File: src/rtl/pack_unsigned_stream.sv
// Streaming unsigned LEB128 encoder: takes one N-bit value per input handshake and
// emits its minimal byte sequence, least-significant 7-bit group first.
module pack_unsigned_stream #(
    parameter int N = 64
) (
    input  logic                         clk,
    input  logic                         rst,
    input  logic [N-1:0]                 in_data,
    input  logic                         in_valid,
    output logic                         in_ready,
    output logic [7:0]                   out_byte,
    output logic                         out_valid,
    input  logic                         out_ready,
    output logic                         out_last,
    output logic [$clog2(N/7+1):0]       out_len
);
    localparam int MB = N / 7 + 1;
    localparam int LW = $clog2(MB) + 1;

    logic [N-1:0]  r_sh;
    logic [LW-1:0] r_rem;
    logic [LW-1:0] r_len;
    logic          r_valid;

    logic [MB-1:0] w_grp_nz;
    logic [LW-1:0] w_len;
    logic          w_last;
    logic          w_in_xfer;
    logic          w_out_xfer;

    // w_grp_nz[g] is set when any bit at or above group g is set.
    genvar gi;
    generate
        for (gi = 0; gi < MB; gi++) begin : g_grp
            assign w_grp_nz[gi] = |(in_data >> (7 * gi));
        end
    endgenerate

    always_comb begin
        w_len = LW'(1);
        for (int g = 1; g < MB; g++) begin
            if (w_grp_nz[g]) begin
                w_len = LW'(g + 1);
            end
        end
    end

    assign w_last     = (r_rem == LW'(1));
    assign in_ready   = !rst && (!r_valid || (out_ready && w_last));
    assign w_in_xfer  = in_valid && in_ready;
    assign w_out_xfer = r_valid && out_ready;

    always_ff @(posedge clk) begin
        if (rst) begin
            r_sh    <= '0;
            r_rem   <= LW'(1);
            r_len   <= '0;
            r_valid <= 1'b0;
        end else if (w_in_xfer) begin
            // Covers both the idle load and the reload on the last beat.
            r_sh    <= in_data;
            r_rem   <= w_len;
            r_len   <= w_len;
            r_valid <= 1'b1;
        end else if (w_out_xfer) begin
            if (w_last) begin
                r_valid <= 1'b0;
            end else begin
                r_sh  <= r_sh >> 7;
                r_rem <= r_rem - LW'(1);
            end
        end
    end

    assign out_byte  = {!w_last, r_sh[6:0]};
    assign out_valid = r_valid;
    assign out_last  = r_valid && w_last;
    assign out_len   = r_len;
endmodule

File: config.mk
export PLATFORM = sky130hd
export DESIGN_NAME = pack_unsigned_stream
export DESIGN_NICKNAME = d
export VERILOG_FILES = /design/src/rtl/pack_unsigned_stream.sv
export SDC_FILE = /design/constraint.sdc
export NUM_CORES = 1
export LEC_CHECK = 0
export ABC_AREA = 1
export CAP_MARGIN = 20
export CORE_ASPECT_RATIO = 1.1
export CORE_MARGIN = 2
export CORE_UTILIZATION = 30
export DETAILED_ROUTE_END_ITERATION = 8
export PLACE_DENSITY = 0.57
export SYNTH_ARGS = -nofsm -noshare
export SYNTH_HDL_FRONTEND = slang
export SYNTH_SLANG_ARGS = --single-unit
export TNS_END_PERCENT = 100
File: constraint.sdc
create_clock -name clk -period 1.9 [get_ports clk]
set_clock_uncertainty 0.05 [all_clocks]
set_input_delay 0.19 -clock clk [delete_from_list [all_inputs] [get_ports clk]]
set_output_delay 0.19 -clock clk [all_outputs]
set_load 0.02 [all_outputs]
== After elaboration in Yosys (flattened, before gate mapping) ==
Cells that the tools add are included.
Storage, ports and cells
  output and inout bits: 16
  bits in registers: 75
  word-level logic and storage cells: 46
  bits of input ports: 68
Cells by class
  equality and inequality tests: 2
  reduce and logical (&&, ||, !) cells: 21
  muxes and demuxes: 18
  $add $sub $neg: 1
Operators with widths (count)
  64-bit two-way mux: 3
  57-bit OR reduction: 1
  50-bit OR reduction: 1
  43-bit OR reduction: 1
  36-bit OR reduction: 1
  29-bit OR reduction: 1
  22-bit OR reduction: 1
  5-bit two-way mux: 3
  15-bit OR reduction: 1
  3-bit two-way mux: 4
  4-bit two-way mux: 3
  8-bit OR reduction: 1
  5-bit by 1-bit equality test with 1-bit output, second input constant: 1
  1-bit logical AND: 5
  5-bit by 1-bit subtractor with 5-bit output, second input constant: 1
  2-bit two-way mux: 2
  2-bit AND reduction: 2
  2-bit nonzero test: 2
  1-bit zero test: 3
  1-bit two-way mux: 3
  2-bit by 1-bit inequality test with 1-bit output, second input constant: 1
  1-bit logical OR: 1

== Depth between registers and ports, before layout ==
Gate-level depths: netlist of run 1.
  depth in word-level cells: 11
  mapped depth: 16
  mapped depth without buffers: 16

== Worst setup path before layout of run 1 ==
No wires, ideal clock.
  path kind: flip-flop to flip-flop
  from: reg r_rem[1]
  to: reg r_sh[30]
  clock period less this slack: 1.873 ns
  cell stages (with the launch flop): 13
  setup time: 0.132 ns
  setup slack: 0.027 ns
  required time: 1.718 ns
  data arrival time: 1.691 ns
  path through: dfxtp_1 > inv_1 > ha_1 > nand4_2 > a21oi_2 > nand2_2 > buf_6 > nand2_8 > inv_2 > buf_6 > buf_6 > nand2_2 > a31oi_1
On the way
  word-level cells in the longest chain between the ends: 7
RTL lines
  start, declared: RTL line 21  | logic [LW-1:0] r_rem;
  start signal, assigned: RTL line 62  | r_rem <= w_len;
  start signal, assigned: RTL line 70  | r_rem <= r_rem - LW'(1);
  5-bit by 1-bit equality test with 1-bit output *: RTL line 48  | assign w_last = (r_rem == LW'(1));
  1-bit logical AND *: RTL line 49  | assign in_ready = !rst && (!r_valid || (out_ready && w_last));
  1-bit logical OR *: RTL line 49
  1-bit logical AND *: RTL line 49
  named net in_ready: RTL line 10  | output logic in_ready,
  1-bit logical AND *: RTL line 50  | assign w_in_xfer = in_valid && in_ready;
  2-bit by 1-bit inequality test with 1-bit output (no source line) or 2-bit nonzero test (tied branches)
  2-bit AND reduction (no source line)
  end signal, assigned: RTL line 61  | r_sh <= in_data;
  end signal, assigned: RTL line 69  | r_sh <= r_sh >> 7;
  end, declared: RTL line 20  | logic [N-1:0] r_sh;
Mark *: on every way through the listed nets, which the timed path passes. The rest lies on a longest branch.
A chain may end at the register's enable or synchronous reset.

== Final worst setup path of run 1 ==
  from: reg r_rem[1]
  to: out in_ready
On the way
  word-level cells in the longest chain between the ends: 4
RTL lines (RTL line)
  5-bit by 1-bit equality test with 1-bit output: 48
  1-bit logical AND: 49
  1-bit logical OR: 49
  1-bit logical AND: 49
  end, declared: 10
No other way between the ends.

==> key figures, run 1 <==
Yosys
  – Mapped Cells: between 500 and 600
  – #FFs+latches synth: 74
  – Register area share after synthesis: 40.3%
  – Number of distinct library cells after synthesis: 28
  – Top-area cell type share of the netlist area: about two fifths
  – Synth Flop Type: dfxtp_1
  – Avg Cell Area, Syn: around 6.8 µm²
  – Post-Syn Area: around 0.0037 mm²
  – Cell taking the most area after synthesis: dfxtp_1
  – Ys Warns: 0
  – EDFF count, synth: 0
  – Post-synth net total: slightly above 600
  – FFs w/ async S/R, synth: 0%
  – Synth area leaders: dfxtp_1 (40%), nand2_1 (22%), a31oi_1 (9.5%), nor2_1 (5.6%), nand2_2 (3.6%)

Worst setup path
  – Critical path arrival: approximately 1600 ps
  – Worst path buffer plus inverter count: 3
  – WS Path Type: reg -> out
  – CP required: roughly 1700 ps
  – Critical-path top delay cell: dfxtp_1
  – R2R Path Start: r_rem[1]$_SDFFE_PP0P_
  – Setup crit end kind: output pin
  – Critical Path Source Type: flop
  – Reg-to-reg critical path endpoint: r_sh[37]$_SDFFE_PP0P_
  – Largest stage delay, worst path: 320 ps
  – Delay-heaviest family, CP: buffers and inverters
  – Worst R2R Path Depth: 10
  – Worst-path maximum fanout: 3
  – CP Cell Sequence: inv_2 > ha_2 > nand4_2 > a21oi_4 > buf_4 > clkbuf_2
  – R2R Setup Slk: 120 ps

Place
  – RD Place Congestion: approximately 0.85
  – Post-DP HPWL: 7.33 mm
  – Placed insts: between 700 and 800
  – Dpl ws: -116 ps
  – Port bufs: between 80 and 90

Clock network
  – CTS Buf Count: 9
  – Clock buffer depth: 2
  – CTS tree: yes
  – Clock Tree Root: clkbuf_16
  – H-tree depth: 3
  – Clk Latency, worst-skew pair: around 330 ps
  – Hold-fix buffer count after cts: 0
  – Clock sinks: between 70 and 80
  – Clk slew on worst S/H paths: around 50 ps

Timing
  – Final critical path time including I/O delays and setup: 1800 ps
  – Slew @ Worst Pin: ~730 ps
  – Fmax: 556 MHz
  – Period Utilization, post-route: a little over nine tenths
  – Final Slew Violations: 0
  – Setup Total Neg Slack: 0 ps
  – Final Hold Viols: 0
  – Final setup vio count: 0
  – Final worst setup slack: 100 ps
  – Slew margin rel.: about half

Routing
  – Pre-antenna DRT Iters: 4
  – Vias per inst: roughly 4.6
  – Drt drc: 0
  – Via Count: about 3600
  – Initial DRC count: 268
  – WL final: ~10 mm
  – Drt wl/cell: roughly 13 µm
  – ANT nets after route: 0

GRT
  – Pin count of the biggest net entering global routing: 67
  – Grt total ovfl: 0
  – First-pass GRT wire length: between 15 and 20 mm
  – GR Util All Layers: between 10% and 20%
  – Vias in the first global route: between 3000 and 4000
  – Initial antenna violation count: 0

Power and ir drop
  – Power after layout: 4210 µW
  – Static Leak: 0.00187 µW
  – Pwr Density: around 840 mW/mm²
  – Maximum vdd ir drop: around 350 µV

Floorplan
  – Top Ports: 84
  – Core ar.: around 0.012 mm²
  – Die Y: 120 µm
  – Full die area: ~0.013 mm²
  – Width of the die: 110 µm
  – Core Rows: between 40 and 50
  – Starting Density: between 30% and 40%

Run status
  – Outcome: complete, no violations

Layout
  – Util after Layout: 42.0%
  – Final net count: a little under 700
  – Layout area overhead: 37.0%
  – Finished Layout Cells: between 700 and 800
  – Share of layout cells above drive strength 1: 11.8%
  – Ant diodes: 0

Flow run
  – Total of max-cap violations: 0

Worst hold path
  – Worst hold path class: in -> reg
  – Hold path depth: 4
  – Min-Delay Endpoint: r_sh[9]$_SDFFE_PP0P_
  – Min-delay src: rst
==> sequential cells by signal, indices dropped and copies added, names as in the netlist <==
signal / flops
r_sh: 64
r_rem: 5
out_len: 4
out_valid: 1
==> cells in the mapped netlist, types with 2 or more instances <==
master,n
a21oi_1,13
a31oi_1,56
buf_2,6
buf_4,14
buf_6,7
clkbuf_1,9
dfxtp_1,74
ha_1,2
inv_1,29
inv_2,2
nand2_1,217
nand2_2,21
nand3_1,12
nand4_1,3
nor2_1,55
nor3_1,3
nor4_1,2
o21ai_0,6
xor2_1,2
==> report_power, final <==
| group | total [µW] | leakage [µW] | internal [µW] | switching, µW |
|---|---|---|---|---|
| combinational | 726 | 0.00111 | 341 | 385 |
| sequential | 1700 | 0.000604 | 1650 | 58.6 |
| clock | 1780 | 0.000156 | 1160 | 619 |
==> through the flow <==
stage,hold slack (ps),area [µm²]
6_report,247,5030
2_1_floorplan,257,3670
4_1_cts,223,4960
3_3_place_gp,400,4650
3_5_place_dp,404,4650
5_1_grt,288,5030
==> cell type report <==
class	count	area [µm²]
Fill cell	1297	6950
Sequential cell	74	1480
Clock inverter	1	30.0
Clock buffer	15	288
Multi-Input combinational cell	401	1850
Tap cell	154	193
Timing Repair Buffer	107	1070
Inverter	31	119
==> timing repair <==
item                       CTS  global route
pin swaps                    0             2
setup buffers                0             2
gates cloned                 0             1
setup endpoints to repair    3            69
resized for setup            3            13
==> worst register-to-register path: stages, from the launching register on <==
cell	delay, ps
dfxtp_1	320
inv_2	70
ha_2	180
nand4_2	150
a21oi_4	220
nand2_4	120
nand2_8	100
inv_2	90
buf_12	180
nand2_2	90
a31oi_1	70
==> routing by layer <==
| metal | up-vias | part of all wire [%] | GRT usage, % |
|---|---|---|---|
| met3 | 6 | 5.9 | 3.53 |
| li1 | 1907 | - | - |
| met2 | 79 | 47 | 26.0 |
| met4 | 0 | 0.92 | 4.27 |
| met5 | - | 0 | 0 |
| met1 | 1643 | 46 | 21.2 |
==> layout by cell type, fill, tap and decap left out, types with 2 or more instances in the layout <==
master and n:
nand2_1 217, clkdlybuf4s50_1 78, dfxtp_1 74, a31oi_1 56, nor2_1 54, inv_1 27, nand2_2 20, buf_4 18
a21oi_1 13, nand3_1 12, clkbuf_16 10, o21ai_0 5, clkbuf_8 4, buf_12 4, inv_2 3, nand4_1 3
nor2_2 2, nor3_1 2, xor2_1 2, nor4_1 2, clkbuf_1 2, dlygate4sd2_1 2, buf_6 2
==> cell families (layout without fill, tap and decap cells) <==
family / after synthesis / count (layout) / share of synthesized area (%)
AO/OA/AOI/OAI: 77 / 77 / 12.6
XOR/XNOR: 2 / 2 / 0.477
adder cells (fa/ha/maj): 2 / 2 / 0.681
buffers and inverters: 67 / 154 / 9.91
flip-flops: 74 / 74 / 40.3
other: 1 / 1 / 0.102
AND/OR/NAND/NOR: 319 / 319 / 36.0
==> how the worst max path moves through the flow <==
stage / startpoint / end / slack [ps] / cells after the start
final: r_rem[1]$_SDFFE_PP0P_ / in_ready / 100 / 6
after CTS: r_rem[1]$_SDFFE_PP0P_ / r_sh[40]$_SDFFE_PP0P_ / 40 / 8
after floorplan: r_rem[1]$_SDFFE_PP0P_ / r_sh[30]$_SDFFE_PP0P_ / 30 / 12
after global placement: out_ready / r_rem[2]$_SDFFE_PP0P_ / -30 / 8
after detailed placement: in_data[54] / r_rem[0]$_SDFFE_PP1P_ / -120 / 15
after global routing: r_rem[1]$_SDFFE_PP0P_ / r_sh[17]$_SDFFE_PP0P_ / -30 / 9
(Power assumes the default switching activity.)
==> run 2, diff against run 1 <==
CORE_MARGIN = 1   (was 2)
SKIP_LAST_GASP = 1   (was unset)
==> run 2 against run 1 <==
Sequential share of layout area decreased by 0.26 points; critical path depth is 2 higher; die area shrank 3.5%; maximum frequency down 1.6%; worst hold slack improved by 1.2 ps; critical path type is now reg -> reg.
==> key figures, run 2 (synthesis results as in run 1) <==
Run status
  – Outcome: complete, no violations

Timing
  – Final worst setup slack: 71.9 ps (-28.4 ps)
  – Setup Total Neg Slack: 0 ps (unchanged)
  – Fmax: 547 MHz (-1.6%)
  – RSZ-0062 raised after global routing: no
  – Worst Hold Slack: 248 ps (+1.17 ps)
  – Slew margin rel.: 50.7% (-0.61 points)
  – Period Utilization, post-route: 96.2% (+1.5 points)
  – Final Hold Viols: 0 (unchanged)
  – Slew @ Worst Pin: 739 ps (+9.09 ps)
  – Final Slew Violations: 0 (unchanged)
  – Final critical path time including I/O delays and setup: 1830 ps (+28.4 ps)
  – Final setup vio count: 0 (unchanged)

Worst setup path
  – Setup crit end kind: flop
  – Critical Path Source Type: flop
  – Critical path arrival: 2040 ps (+480 ps)
  – Worst-path maximum fanout: 4 (+1)
  – Critical-path top delay cell: dfxtp_1
  – R2R Setup Slk: 70 ps (-50 ps)
  – CP Cell Sequence: ha_4 > nand4_4 > a21oi_4 > nand2_4 > buf_4 > nor2_1 > o21ai_0 > a21oi_1
  – Largest stage delay, worst path: 420 ps (+100 ps)
  – CP required: 2110 ps (+450 ps)
  – WS Path Type: reg -> reg

Clock network
  – Clock Tree Root: clkbuf_16
  – H-tree depth: 3 (unchanged)
  – Clock buffer depth: 2 (unchanged)
  – Clk Latency, worst-skew pair: 330 ps (about the same)
  – Clock sinks: 74 (unchanged)
  – Clk slew on worst S/H paths: 60 ps (about the same)
  – CTS Buf Count: 9 (unchanged)
  – CTS tree: yes
  – Hold-fix buffer count after cts: 0 (unchanged)

Layout
  – Layout area overhead: 38.2%
  – Largest register FFs: 64 (unchanged)
  – Finished Layout Cells: 783 (unchanged)
  – Commonest non-fill, non-tap cell in the layout: nand2_1
  – Register area: 0.00148 mm² (unchanged)
  – Highest-count cells in the layout ignoring fill and taps: nand2_1 (217), clkdlybuf4s50_1 (78), dfxtp_1 (74)
  – Share of layout cells above drive strength 1: 11.4% (-0.32 points)
  – Multi-input gate area: 0.00187 mm² (+1.0%)
  – Biggest register: r_sh
  – Final net count: 694 (unchanged)
  – Ant diodes: 0 (unchanged)
  – Filler cell count: 1271 (-2.0%)

Floorplan
  – Die Y: 118 µm (-1.7%)
  – Starting Density: 30.7% (unchanged)
  – Full die area: 0.0127 mm² (-3.5%)
  – Top Ports: 84 (unchanged)
  – Core ar.: 0.0120 mm² (unchanged)
  – Width of the die: 108 µm (-1.8%)
  – Core Rows: 42 (unchanged)

Routing
  – WL final: 10.6 mm (+1.2%)
  – Initial DRC count: 227 (-15%)
  – Pre-antenna DRT Iters: 6 (+2)
  – Drt drc: 0 (unchanged)
  – ANT nets after route: 0 (unchanged)
  – Via Count: 3726 (+2.5%)
  – Vias per inst: 4.76 (+2.5%)
  – Drt wl/cell: 13.5 µm (+1.2%)

Place
  – Placed insts: 764 (unchanged)
  – Post-DP HPWL: 7.27 mm (-0.83%)
  – Port bufs: 82 (unchanged)
  – RD Place Congestion: 0.859 (+1.1%)
  – Dpl ws: -114 ps (+1.92 ps)

Power and ir drop
  – Static Leak: 0.00187 µW (+0.24%)
  – Pwr Density: 843 mW/mm² (+0.82%)
  – Maximum vdd ir drop: 491 µV (+39%)

Worst hold path
  – Worst hold path class: in -> reg

GRT
  – Pin count of the biggest net entering global routing: 67 (unchanged)
  – Vias in the first global route: 3421 (-3.3%)
  – Initial antenna violation count: 0 (unchanged)
  – Grt total ovfl: 0 (unchanged)
  – First-pass GRT wire length: 16.4 mm (-0.29%)
  – GR Util All Layers: 16.4% (+0.43 points)

Flow run
  – Total of max-cap violations: 0 (unchanged)
==> run 2: worst paths after layout <==
path         cells after the start                   from                    end
max                              8  r_rem[0]$_SDFFE_PP1P_  r_rem[2]$_SDFFE_PP0P_
min                              4                    rst   r_sh[9]$_SDFFE_PP0P_
max reg2reg                      8  r_rem[0]$_SDFFE_PP1P_  r_rem[2]$_SDFFE_PP0P_
min reg2reg                      2  r_sh[63]$_SDFFE_PP0P_  r_sh[63]$_SDFFE_PP0P_
==> run 2: final cells by class <==
type,instances,share of cell area [%]
multi-input cells,401,36.8
clock buffers,11,4.78
clock inverters,5,1.53
inverters,31,2.34
well taps,154,3.79
flip-flops and latches,74,29.2
repair buffers,107,21.6
==> run 2: power by group <==
group	leakage, µW	internal, µW	switching, µW
Combinational	0.00111	357	396
Clock	0.000156	1180	641
Sequential	0.000604	1650	62.5
==> run 2: routing by layer <==
layer	up-vias	wire length (µm)	share of wire [%]	track usage (%)
li1	1905	-	-	-
met2	113	4870	46	26.4
met5	-	0	0	0
met3	11	558	5.3	3.60
met1	1697	4990	47	21.7
met4	0	138	1.3	4.97
==> run 2: repair_timing <==
| action | 4_1_cts | 5_1_grt |
|---|---|---|
| endpoints found under the hold margin | 0 | 0 |
| gates resized for setup | 3 | 13 |
| setup buffers | 0 | 1 |
| endpoints found under the setup margin | 3 | 69 |
| pin swaps | 0 | 2 |
| gates cloned | 0 | 2 |
==> run 2: through the flow <==
stage / area, µm² / power [µW] / utilization [%]
after CTS: 4970 / 4270 / 41.5
after global placement: 4650 / 2440 / 38.8
after global routing: 5080 / 4470 / 42.4
after detailed placement: 4650 / 2450 / 38.8
after floorplan: 3670 / 2140 / -
final: 5080 / 4280 / 42.4
==> run 2: worst max-delay path, delay by kind of cell (launching register included) <==
kind | cells | cell delay, ps
buf+inv | 1 | 160
simple gates | 3 | 370
flops | 1 | 420
compound gates | 3 | 580
fa+ha+maj | 1 | 180
